## config.mk

```make
export PLATFORM = sky130hd
export DESIGN_NAME = quad_encoder_emu
export DESIGN_NICKNAME = d
export VERILOG_FILES = /design/src/rtl/motor_pkg.sv /design/src/rtl/serial_frame_rx.sv /design/src/rtl/quad_encoder_emu.sv
export SDC_FILE = /design/constraint.sdc
export NUM_CORES = 1
export LEC_CHECK = 0
export BUFFER_PORTS_ARGS = -buffer_cell sky130_fd_sc_hd__buf_2
export CAP_MARGIN = 15
export CELL_PAD_IN_SITES_DETAIL_PLACEMENT = 1
export CELL_PAD_IN_SITES_GLOBAL_PLACEMENT = 1
export CORE_ASPECT_RATIO = 1.4
export CORE_MARGIN = 2
export CORE_UTILIZATION = 40
export CTS_BUF_LIST = sky130_fd_sc_hd__clkbuf_8
export DETAILED_ROUTE_END_ITERATION = 7
export HOLD_SLACK_MARGIN = 0.12
export MAX_ROUTING_LAYER = met4
export PLACE_DENSITY = 0.71
export SLEW_MARGIN = 20
export SYNTH_ARGS = -nofsm -noshare
export SYNTH_HDL_FRONTEND = slang
export SYNTH_SLANG_ARGS = --single-unit
```

## constraint.sdc

```tcl
create_clock -name clock -period 4.5 [get_ports clock]
set_input_delay 0.9 -clock clock [delete_from_list [all_inputs] [get_ports clock]]
set_output_delay 0.9 -clock clock [all_outputs]
set_load 0.02 [all_outputs]
```

## src/rtl/motor_pkg.sv

```systemverilog
// motor_pkg: command frame layout and quadrature phase encoding shared by the encoder emulator
package motor_pkg;
  localparam int FRAME_W = 12;
  localparam int DIR_BIT = 11;
  localparam int EN_BIT = 10;
  localparam int CODE_W = 10;
  localparam logic [1:0] QUAD_0 = 2'b00;
  localparam logic [1:0] QUAD_1 = 2'b10;
  localparam logic [1:0] QUAD_2 = 2'b11;
  localparam logic [1:0] QUAD_3 = 2'b01;
  typedef struct packed {
    logic dir;
    logic en;
    logic [CODE_W-1:0] code;
  } cmd_t;
  function automatic logic [1:0] quad_ab(input logic [1:0] ph);
    return ph == 2'd0 ? QUAD_0 : ph == 2'd1 ? QUAD_1 : ph == 2'd2 ? QUAD_2 : QUAD_3;
  endfunction
endpackage

```

## src/rtl/serial_frame_rx.sv

```systemverilog
// serial_frame_rx: synchronizes scl/sdi and assembles 12-bit MSB-first command frames
module serial_frame_rx
  import motor_pkg::*;
#(
  parameter int TIMEOUT = 4096
) (
  input  logic               clock,
  input  logic               rst_n,
  input  logic               scl,
  input  logic               sdi,
  output logic [FRAME_W-1:0] frame,
  output logic               done
);
  localparam int IW = $clog2(TIMEOUT + 1);
  logic [1:0] scl_sync_q, scl_sync_d, sdi_sync_q, sdi_sync_d;
  logic scl_prev_q, scl_prev_d;
  logic [FRAME_W-1:0] shift_q, shift_d;
  logic [3:0] bit_cnt_q, bit_cnt_d;
  logic [IW-1:0] idle_q, idle_d;
  logic rise, expire;
  // Edge detect, shifting, frame completion and expiry of a stalled partial frame
  always_comb begin
    scl_sync_d = {scl_sync_q[0], scl};
    sdi_sync_d = {sdi_sync_q[0], sdi};
    scl_prev_d = scl_sync_q[1];
    rise = scl_sync_q[1] & ~scl_prev_q;
    frame = {shift_q[FRAME_W-2:0], sdi_sync_q[1]};
    done = rise && bit_cnt_q == 4'(FRAME_W - 1);
    expire = !rise && bit_cnt_q != '0 && idle_q == IW'(TIMEOUT - 1);
    shift_d = rise ? frame : shift_q;
    bit_cnt_d = (done || expire) ? '0 : rise ? bit_cnt_q + 4'd1 : bit_cnt_q;
    idle_d = (rise || expire || bit_cnt_q == '0) ? '0 : idle_q + IW'(1);
  end
  // Receiver state registers
  always_ff @(posedge clock or negedge rst_n)
    if (!rst_n) begin
      scl_sync_q <= '0;
      sdi_sync_q <= '0;
      scl_prev_q <= 1'b0;
      shift_q <= '0;
      bit_cnt_q <= '0;
      idle_q <= '0;
    end else begin
      scl_sync_q <= scl_sync_d;
      sdi_sync_q <= sdi_sync_d;
      scl_prev_q <= scl_prev_d;
      shift_q <= shift_d;
      bit_cnt_q <= bit_cnt_d;
      idle_q <= idle_d;
    end
endmodule

```

## src/rtl/quad_encoder_emu.sv

```systemverilog
// quad_encoder_emu: serial-commanded quadrature A/B/index generator
module quad_encoder_emu
  import motor_pkg::*;
#(
  parameter int PRESCALE = 10,
  parameter int COUNTS_PER_REV = 1024,
  parameter int TIMEOUT = 4096
) (
  input  logic clock,
  input  logic reset,
  input  logic scl,
  input  logic sdi,
  output logic a,
  output logic b,
  output logic idx,
  output logic cmd_valid
);
  localparam int PW = $clog2(PRESCALE + 1);
  localparam int SW = $clog2(COUNTS_PER_REV);
  localparam logic [SW-1:0] LAST = SW'(COUNTS_PER_REV - 1);
  logic [1:0] rst_sync_q, rst_sync_d;
  logic rst_n, done, tick, wrap, step;
  logic [FRAME_W-1:0] frame;
  cmd_t cmd_q, cmd_d;
  logic [PW-1:0] pre_q, pre_d;
  logic [CODE_W-1:0] stp_q, stp_d;
  logic [SW-1:0] pos_q, pos_d;
  logic [1:0] ab_q, ab_d;
  logic idx_q, idx_d, cmd_valid_q, cmd_valid_d;
  // Reset release shifts in ones so deassertion lands on a clock edge
  always_comb rst_sync_d = {rst_sync_q[0], 1'b1};
  // Reset synchronizer: clears immediately, releases after two clocks
  always_ff @(posedge clock or negedge reset)
    if (!reset) rst_sync_q <= '0;
    else rst_sync_q <= rst_sync_d;
  assign rst_n = rst_sync_q[1];
  serial_frame_rx #(.TIMEOUT(TIMEOUT)) u_rx (
    .clock(clock),
    .rst_n(rst_n),
    .scl(scl),
    .sdi(sdi),
    .frame(frame),
    .done(done)
  );
  // Rate generator and position update; a commit restarts the interval and swallows a coincident step
  always_comb begin
    tick = cmd_q.en && pre_q == PW'(PRESCALE - 1);
    wrap = tick && stp_q == cmd_q.code;
    step = wrap && !done;
    cmd_d = done ? cmd_t'(frame) : cmd_q;
    pre_d = (done || !cmd_q.en || tick) ? '0 : pre_q + PW'(1);
    stp_d = (done || !cmd_q.en || wrap) ? '0 : tick ? stp_q + CODE_W'(1) : stp_q;
    pos_d = !step ? pos_q
          : cmd_q.dir ? (pos_q == LAST ? '0 : pos_q + SW'(1))
          : (pos_q == '0 ? LAST : pos_q - SW'(1));
    ab_d = quad_ab(pos_d[1:0]);
    idx_d = pos_d == '0;
    cmd_valid_d = done;
  end
  // Command, counters, position and glitch-free registered outputs
  always_ff @(posedge clock or negedge rst_n)
    if (!rst_n) begin
      cmd_q <= '0;
      pre_q <= '0;
      stp_q <= '0;
      pos_q <= '0;
      ab_q <= QUAD_0;
      idx_q <= 1'b1;
      cmd_valid_q <= 1'b0;
    end else begin
      cmd_q <= cmd_d;
      pre_q <= pre_d;
      stp_q <= stp_d;
      pos_q <= pos_d;
      ab_q <= ab_d;
      idx_q <= idx_d;
      cmd_valid_q <= cmd_valid_d;
    end
  assign a = ab_q[1];
  assign b = ab_q[0];
  assign idx = idx_q;
  assign cmd_valid = cmd_valid_q;
endmodule

```

==> run_results.csv <==
group,metric,value,unit
routing,wl_met2,4100,microns
timing,fin_crit,2824,ps
pwr,p_seq_share,53.1,%
cts,clk_latency,350,ps
routing,wl_met3,147,microns
cts,cts.sinks,75,
cts,cts_tree,"built",
setup_path,critPathRequiredTime,4760,ps
routing,ant_nets,0,
pwr,leakagePower,1.924,nW
layout,seq_area,1879,sq um
routing,routed_wl,7466,microns
layout,multiInputGateArea,1593,sq um
timing,grt_setup_unrepaired,"no",
pwr,p_comb_share,18.2,%
timing,slew_headroom,40.08,%
hold_path,hp-class,"input pin to asynchronous set/reset pin",
global_route,antenna_found_initial,0,
timing,tightest_slew,898.8,ps
timing,fmax,354.1,MHz
layout,nFillCells,999,
timing,drv_slew,0,
routing,met1_length,3073,microns
synth,yosys-top-cells-area,"dfrtp_1 (52%), nand2_1 (6.6%), xor2_1 (6.1%), nor2_1 (4.4%), mux2_2 (3.8%)",
pwr,clkPwrFrac,28.7,%
floorplanning,die_height,115.7,microns
global_route,grt_util_all_layers,17.62,%
pwr,peakVddDrop,0.0003020,V
layout,area_delta_synth_final,9.225,%
routing,drc,0,
place,hpwlAfterDp,5296,microns
synth,synthDistinctLibCells,45,
global_route,grt_pass1_wl,13090,microns
flow_run,cap_violations,0,
timing,hold_ws,323.2,ps
synth,async_reset_ff_share,100.0,%
routing,avgViaCountPerCell,5.307,
layout,stdcell_count,479,
place,place_area,3710,sq um
setup_path,critPathLaunchType,"flop",
global_route,grt_pass1_vias,2768,
layout,diodes,0,
place,io_buffers,7,
synth,netlist.area_leader.share,51.91,%
pwr,internal-power,1.190,mW
pwr,swShare,30.04,%
timing,setup_viol,0,
synth,yosys_warnings,0,
place,gp_congestion,0.8389,
floorplanning,pin_count,8,
cts,ctsResizeCount,0,
setup_path,crit_arrival,3090,ps
synth,syn_nets,373,
synth,synth_ff_type,"dfrtp_1",
layout,finish.instance_area,3896,sq um
synth,yosys.area.top_type,"dfrtp_1",
routing,routedWlPerCell,15.59,microns
routing,first_iter_violations,86,
cts,htree_levels,3,
cts,root_buffer,"clkbuf_8",
pwr,p_total,1.700,mW
global_route,grt-ovfl-total,0,
routing,highest_layer,"met4",
floorplanning,fp-row-count,40,
synth,synth_seq_cells,75,
synth,syn_area,3567,sq um
setup_path,crit_type,"flop to flop",
routing,vias,2542,
pwr,p_switching,0.5108,mW
timing,fin_crit_sh,62.75,%
synth,yosysSeqAreaShare,52.65,%
floorplanning,die_area,9700,sq um
timing,hold_violations,0,
layout,final_nets,383,
place,dp.cells,463,
setup_path,crit_fanout,13,
synth,synth_edf_count,0,
setup_path,r2r_slack,1680,ps
floorplanning,start_util,41.44,%
cts,ctsHoldBuffers,0,
synth,synth_cells,359,
floorplanning,die_x,83.81,microns
pwr,pwr_density_cell,436.4,nW/um^2
layout,post_route_cells_drive_above_1_share,12.83,%
timing,skew,8.034,ps
synth,synth.avg_cell_area,9.936,sq um
status,outcome,"finished, final reports clean",
cts,cts_buffer_depth,2,
cts,clk_pin_slew,70,ps
floorplanning,core_area,8608,sq um
global_route,grt_max_degree,74,
cts,cts_buffers,9,
cts,postCtsSetupBuffers,0,
synth,yosysMostFrequentCell,"dfrtp_1",
routing,first_pass_iters,4,
setup_path,critPathCaptureType,"flop",
timing,fin_tns_setup,0,ps
synth,ys_top_cells_by_count,"dfrtp_1 (74), nand2_1 (63), nor2_1 (42)",
[power by group through the flow]
stage	registers [mW]	logic, mW	clock network (mW)
after floorplan	0.890	0.245	0
after global placement	0.909	0.301	0
after detailed placement	0.915	0.313	0
after CTS	0.905	0.319	0.508
after global routing	0.921	0.358	0.528
final	0.903	0.310	0.487
[cell type report]
| type | instances | share of cell area (%) |
|---|---|---|
| Timing Repair Buffer | 10 | 1.477 |
| Clock inverter | 7 | 1.606 |
| Sequential cell | 75 | 48.23 |
| Clock buffer | 9 | 3.179 |
| Tap cell | 105 | 3.372 |
| Multi-Input combinational cell | 260 | 40.88 |
| Inverter | 13 | 1.252 |
[per-layer routing]
metal  GRT usage (%)  vias up
met5               -        -
met4           6.882        0
met3           3.775       14
met2           31.84       20
met1           18.89     1277
li1                -     1231
[flip-flops by register name, summed over array words and instances (netlist names)]
register         flops
pre_q                4
u_rx.shift_q        11
u_rx.idle_q         13
u_rx.scl_sync_q      2
u_rx.bit_cnt_q       4
idx                  1
pos_q               10
cmd_valid            1
stp_q               10
u_rx.sdi_sync_q      2
cmd_q               12
u_rx.scl_prev_q      1
ab_q                 2
rst_sync_q           2
[cell usage in the layout, fill, tap and decap left out, drive strengths merged, types with 11 or more instances in the layout]
| master | Yosys | routed |
|---|---|---|
| a21oi | 11 | 11 |
| dfrtp | 74 | 74 |
| inv | 13 | 15 |
| mux2 | 12 | 12 |
| nand2 | 63 | 63 |
| nand3 | 11 | 11 |
| nor2 | 43 | 43 |
| o21ai | 12 | 12 |
| xor2 | 25 | 25 |
[worst max-delay path, stage by stage, from the launching register on]
cell and delay [ps]:
dfrtp_1 400, inv_1 60, ha_1 130, nand3b_1 180, nor4_1 300, nand4_1 480, nor2_1 270, xor2_1 110
or4_1 550, nor4_2 260
[final timing paths]
path | to | start | cells after the start
max in group asynchronous | u_rx.idle_q[5] | rst_sync_q[1] | 1
hold / removal | rst_sync_q[0] | reset | 1
setup reg to reg | idx | pre_q[1] | 9
hold reg to reg | u_rx.scl_sync_q[1] | u_rx.scl_sync_q[0] | 0
setup / recovery | idx | pre_q[1] | 9
min in group clock | u_rx.scl_sync_q[1] | u_rx.scl_sync_q[0] | 0
[per-stage QoR]
| step | utilization (%) | worst slack (ps) |
|---|---|---|
| after floorplan | - | 2241 |
| after global placement | 43.10 | 1781 |
| after detailed placement | 43.10 | 1673 |
| after CTS | 45.26 | 1664 |
| after global routing | 45.26 | 1338 |
| final | 45.26 | 1676 |
[cells by family after synthesis]
logic type / after synthesis / synth area share [%]
adder cells (fa/ha/maj): 10 / 3.508
other: 1 / 0.1051
AND/OR/NAND/NOR: 164 / 22.13
multiplexers: 12 / 3.788
AO/OA/AOI/OAI: 41 / 7.261
flip-flops: 75 / 52.65
buffers and inverters: 24 / 2.701
XOR/XNOR: 32 / 7.857
Note: power is estimated with default switching activity, not from simulation.
